===== src/rtl/torque_gen.sv =====
// torque_gen: counts flexor/extensor spikes per tick window, scales each count by
// GAIN through one shared multiplier, low-pass filters the result into the torque
// outputs, and then pulses torque_valid for the plant.
// Optional build macro TORQUE_GEN_SATURATE_EN: clip drive and filtered force to
// [0, 2^17-1]. Without it, drive and force wrap modulo 2^18.
module torque_gen #(
    parameter int unsigned CNT_W     = 10,
    parameter int unsigned GAIN      = 64,
    parameter int unsigned TAU_SHIFT = 4,
    parameter int unsigned VALID_LEN = 4
) (
    input  logic                neuronClock,
    input  logic                neuronReset_n,
    input  logic                tick,
    input  logic                spike1,
    input  logic                spike2,
    output logic signed [17:0]  torque1,
    output logic signed [17:0]  torque2,
    output logic                torque_valid,
    output logic                busy,
    output logic                cnt_sat,
    output logic                overrun
);

    localparam int unsigned TW  = 18;
    localparam int unsigned PW  = 36;
    localparam int unsigned VCW = (VALID_LEN < 2) ? 1 : $clog2(VALID_LEN + 1);

    localparam logic [1:0] IDLE   = 2'd0;
    localparam logic [1:0] MUL1   = 2'd1;
    localparam logic [1:0] MUL2   = 2'd2;
    localparam logic [1:0] STROBE = 2'd3;

    localparam logic [CNT_W-1:0]   CNT_MAX = {CNT_W{1'b1}};
    localparam logic signed [TW-1:0] F_MAX = 18'sh1FFFF;

    logic [1:0]              state_q, state_d;
    logic [CNT_W-1:0]        cnt1_q, cnt1_d, cnt2_q, cnt2_d;
    logic [CNT_W-1:0]        lat1_q, lat1_d, lat2_q, lat2_d;
    logic signed [TW-1:0]    f1n_q, f1n_d;
    logic signed [TW-1:0]    torque1_q, torque1_d, torque2_q, torque2_d;
    logic [VCW-1:0]          vcnt_q, vcnt_d;
    logic                    valid_q, valid_d;
    logic                    busy_q, busy_d;
    logic                    cnt_sat_q, cnt_sat_d;
    logic                    overrun_q, overrun_d;

    logic [CNT_W-1:0]        mul_lat_c;
    logic signed [TW-1:0]    f_cur_c;
    logic [PW-1:0]           product_c;
    logic signed [TW-1:0]    drive_c;
    logic signed [TW:0]      diff_c;
    logic signed [TW:0]      step_c;
    logic signed [TW+1:0]    sum_c;
    logic signed [TW-1:0]    f_new_c;

    // Shared multiplier and twitch filter; channel chosen by the current MUL state
    always_comb begin
        mul_lat_c = (state_q == MUL1) ? lat1_q : lat2_q;
        f_cur_c   = (state_q == MUL1) ? torque1_q : torque2_q;
        product_c = PW'(mul_lat_c) * PW'(GAIN);
`ifdef TORQUE_GEN_SATURATE_EN
        drive_c   = (product_c > 36'd131071) ? F_MAX : TW'(product_c);
`else
        drive_c   = TW'(product_c);
`endif
        diff_c    = (TW + 1)'(drive_c) - (TW + 1)'(f_cur_c);
        step_c    = diff_c >>> TAU_SHIFT;
        sum_c     = (TW + 2)'(f_cur_c) + (TW + 2)'(step_c);
`ifdef TORQUE_GEN_SATURATE_EN
        if (sum_c < 0) begin
            f_new_c = '0;
        end else if (sum_c > 20'sd131071) begin
            f_new_c = F_MAX;
        end else begin
            f_new_c = TW'(sum_c);
        end
`else
        f_new_c   = TW'(sum_c);
`endif
    end

    // Next-state: FSM sequencing, spike counters and sticky flags
    always_comb begin
        state_d   = state_q;
        cnt1_d    = cnt1_q;
        cnt2_d    = cnt2_q;
        lat1_d    = lat1_q;
        lat2_d    = lat2_q;
        f1n_d     = f1n_q;
        torque1_d = torque1_q;
        torque2_d = torque2_q;
        vcnt_d    = vcnt_q;
        valid_d   = 1'b0;
        cnt_sat_d = cnt_sat_q;
        overrun_d = overrun_q;

        // a spike at saturation is lost and flagged
        if (spike1) begin
            if (cnt1_q != CNT_MAX) cnt1_d = cnt1_q + CNT_W'(1);
            else                   cnt_sat_d = 1'b1;
        end
        if (spike2) begin
            if (cnt2_q != CNT_MAX) cnt2_d = cnt2_q + CNT_W'(1);
            else                   cnt_sat_d = 1'b1;
        end

        case (state_q)
            IDLE: begin
                if (tick) begin
                    // coincident spike belongs to the new window
                    lat1_d    = cnt1_q;
                    lat2_d    = cnt2_q;
                    cnt1_d    = CNT_W'(spike1);
                    cnt2_d    = CNT_W'(spike2);
                    cnt_sat_d = cnt_sat_q;
                    state_d   = MUL1;
                end
            end
            MUL1: begin
                f1n_d   = f_new_c;
                state_d = MUL2;
            end
            MUL2: begin
                torque1_d = f1n_q;
                torque2_d = f_new_c;
                vcnt_d    = '0;
                state_d   = STROBE;
            end
            STROBE: begin
                if (vcnt_q == VCW'(VALID_LEN)) begin
                    state_d = IDLE;
                end else begin
                    vcnt_d  = vcnt_q + VCW'(1);
                    valid_d = 1'b1;
                end
            end
            default: state_d = IDLE;
        endcase

        if (tick && (state_q != IDLE)) overrun_d = 1'b1;
        busy_d = (state_d != IDLE);
    end

    // State and output registers
    always_ff @(posedge neuronClock or negedge neuronReset_n) begin
        if (!neuronReset_n) begin
            state_q   <= IDLE;
            cnt1_q    <= '0;
            cnt2_q    <= '0;
            lat1_q    <= '0;
            lat2_q    <= '0;
            f1n_q     <= '0;
            torque1_q <= '0;
            torque2_q <= '0;
            vcnt_q    <= '0;
            valid_q   <= 1'b0;
            busy_q    <= 1'b0;
            cnt_sat_q <= 1'b0;
            overrun_q <= 1'b0;
        end else begin
            state_q   <= state_d;
            cnt1_q    <= cnt1_d;
            cnt2_q    <= cnt2_d;
            lat1_q    <= lat1_d;
            lat2_q    <= lat2_d;
            f1n_q     <= f1n_d;
            torque1_q <= torque1_d;
            torque2_q <= torque2_d;
            vcnt_q    <= vcnt_d;
            valid_q   <= valid_d;
            busy_q    <= busy_d;
            cnt_sat_q <= cnt_sat_d;
            overrun_q <= overrun_d;
        end
    end

    assign torque1      = torque1_q;
    assign torque2      = torque2_q;
    assign torque_valid = valid_q;
    assign busy         = busy_q;
    assign cnt_sat      = cnt_sat_q;
    assign overrun      = overrun_q;

endmodule


===== config.mk =====
export PLATFORM = sky130hd
export DESIGN_NAME = torque_gen
export DESIGN_NICKNAME = d
export VERILOG_FILES = /design/src/rtl/torque_gen.sv
export SDC_FILE = /design/constraint.sdc
export NUM_CORES = 1
export LEC_CHECK = 0
export ABC_AREA = 1
export CORE_MARGIN = 1
export CORE_UTILIZATION = 60
export DETAILED_ROUTE_END_ITERATION = 7
export GPL_TIMING_DRIVEN = 0
export PLACE_DENSITY = 0.81
export SYNTH_ARGS = -nofsm -noshare
export SYNTH_HDL_FRONTEND = slang
export SYNTH_SLANG_ARGS = --single-unit
export TNS_END_PERCENT = 50

===== constraint.sdc =====
create_clock -name neuronClock -period 8.55 [get_ports neuronClock]
set_input_delay 1.71 -clock neuronClock [delete_from_list [all_inputs] [get_ports neuronClock]]
set_output_delay 1.71 -clock neuronClock [all_outputs]
set_load 0.02 [all_outputs]

==> results.md <==
- Critical Path RT: 8.84 ns
- Vias in the first global route: between 5000 and 6000
- Ys async rst share: 100%
- Maximum fanout along the worst path: 10
- Fill count: 824
- Final layout net count: 916
- First-pass DRT Iterations: 5
- Worst Setup SP: state_q[0]
- Max Cap Viol: 0
- Via count: 5575
- Syn Area/Cell: 7.53 um^2
- Total gr overflow: 0
- Clk sinks: about 100
- Register Area: approximately 2600 um^2
- Hold crit path type: register to register
- Status: completed
- Minimum clock period: about 5.1 ns
- Kind of critical path: register to register
- Antenna violations before repair: 0
- Flop2flop setup slack: 3.40 ns
- Clock transition at path regs: approximately 0.11 ns
- Clock Latency Late Sink: 0.39 ns
- Post-Syn Nets: 860
- Remaining DRCs: 0
- Distinct cell type count after synthesis: 39
- Multi-input gate area: 3090 um^2
- I/O pins: between 40 and 50
- Max transition margin: 55.2%
- Clk root buf: clkbuf_8
- Setup bufs post-CTS: 0
- Antenna fix cells: 0
- Post-synthesis cell count: 827
- Die Y: ~100 um
- Critical Path AT: between 5 and 6 ns
- First-pass GRT wire length: 25300 um
- Num rows: 36
- CP startpoint kind: register
- Final setup viols: 0
- CP endpoint kind: register
- Reg2Reg Capture Point: torque2[16]
- Sequential area share after synthesis: 41.4%
- Largest net degree at the start of global routing: 61
- Total wire length: roughly 15000 um
- Avg Vias per Cell: 5.46
- Total CTS buffers: 9
- R2R depth: 26
- Post-route ant nets: 0
- Hold-fix buffers at CTS: 0
- IO buf count: 44
- F_max: 0.194 GHz
- RR Startpoint: state_q[0]
- Clk_skew: 0.0156 ns
- Initial Utilization: 62.8%
- Post-CTS Resized: 0
- GRT Total Usage: slightly below 30%
- Synthesis Warnings: 0
- Post-synthesis cell area: 6220 um^2
- Unrepaired setup endpoints after global routing: no
- Core area: about 9900 um^2
- Fin. max-slew vios: 0
- Yosys reg bits: around 100
- Final Wtd Congestion: 1.00
- CTS max path bufs: 2
- Iter 0 DRT Violations: between 300 and 400
- Final worst path period share: 60.2%
- Slew @ Worst Pin: roughly 0.67 ns
- Die Area: roughly 11000 um^2
- Final hold violations: 0
- EDFF count, synth: 0
- Timing endpoint of the critical path: torque2[16]
- Total negative slack: 0 ns
- Layout cells sized above 1: a little under a tenth
- CTS tree: built
- Layout area overhead: 13.2%
- Routed length per placed instance: roughly 15 um
- Hold slack final: ~0.49 ns
- Post-DP HPWL: 11600 um
- Primary FF master, synth: dfrtp_1
- Htree depth: 3
- Hold path cells: 2
- Horiz. Die Dim: 104 um
## flip-flops by register name, summed over array words and instances (netlist names), 2 cells and up
name     flops
f1n_q       18
torque1     18
torque2     18
cnt1_q      10
cnt2_q      10
lat1_q      10
lat2_q      10
vcnt_q       3
state_q      2
## layer usage
metal	global-route usage, %	vias to the layer above	part of all wire (%)
li1	-	2756	-
met2	50.3	174	49
met4	11.6	0	2.5
met3	5.33	35	5.5
met1	37.5	2610	43
met5	0	-	0
## how the worst min path moves through the flow
stage	from	slack (ns)	to
6_report	f1n_q[15]	0.49	torque1[15]
5_1_grt	f1n_q[14]	0.50	torque1[14]
4_1_cts	f1n_q[15]	0.49	torque1[15]
3_5_place_dp	f1n_q[15]	0.46	torque1[15]
3_3_place_gp	f1n_q[10]	0.46	torque1[10]
2_1_floorplan	f1n_q[0]	0.45	f1n_q[0]
## cells by family after synthesis
logic type,count (synthesis),synth area share [%]
AND/OR/NAND/NOR,399,28.7
buffers and inverters,138,8.94
AO/OA/AOI/OAI,134,11.7
flip-flops,103,41.4
adder cells (fa/ha/maj),28,5.75
XOR/XNOR,25,3.52
## critical path: stages (launching register included)
cell and delay (ns):
dfrtp_1 0.37, buf_4 0.18, nand2_4 0.15, buf_6 0.17, clkbuf_1 0.42, clkbuf_1 0.41
o21ai_0 0.31, ha_1 0.43, nand2_1 0.14, nor2_1 0.06, a211oi_1 0.38, nand2_2 0.13
nand3_1 0.09, nand2_1 0.08, nand3_1 0.08, nand2_1 0.07, nand2_1 0.09, inv_1 0.06
nor2_1 0.20, ha_1 0.25, inv_1 0.09, nor3_1 0.34, nand4_1 0.22, nand3_1 0.14
nand2_1 0.07, nand3_1 0.07, nand2_1 0.06
## layout by cell type (no fill, tap or decap), drive strengths merged, types with 27 or more instances in the layout
master	Yosys	routed
nand2	274	274
inv	113	116
dfrtp	103	103
o21ai	87	87
nand3	59	59
clkdlybuf4s50	0	43
nor2	36	36
a21oi	31	31
ha	27	27
clkbuf	17	27
## cell type report
cell class	instances	share of cell area (%)
Multi-Input combinational cell	586	43.9
Sequential cell	103	36.6
Timing Repair Buffer	45	6.61
Inverter	113	6.02
Tap cell	133	2.36
Clock buffer	10	1.95
Buffer	25	1.88
Clock inverter	6	0.728
## Yosys cell counts, drive strengths merged (3+ instances only)
library cell | number | area [um^2]
xnor2 | 7 | 61.3
inv | 113 | 424
o21ai | 87 | 443
o21bai | 5 | 37.5
nor3 | 9 | 45.0
nand4 | 8 | 50.1
nand3b | 3 | 22.5
ha | 27 | 338
or2 | 6 | 37.5
nor4 | 3 | 18.8
dfrtp | 103 | 2580
buf | 8 | 68.8
clkbuf | 17 | 63.8
nor2 | 36 | 153
a31oi | 3 | 18.8
xor2 | 18 | 158
nand2 | 274 | 1120
a221oi | 3 | 26.3
nand3 | 59 | 335
a21oi | 31 | 159
## through the flow
step	util [%]	setup slack (ns)	std cells	cell area (um^2)
floorplan	-	4.68	827	6220
global placement	68.9	2.07	1004	6830
detailed placement	69.2	3.59	1005	6860
CTS	71.1	3.55	1021	7050
global route	71.1	2.99	1021	7050
finish	71.1	3.40	1021	7050
Power is left out: the tool's default activity adds up to more than one toggle a clock period on the data nets, which glitch-free logic cannot reach.
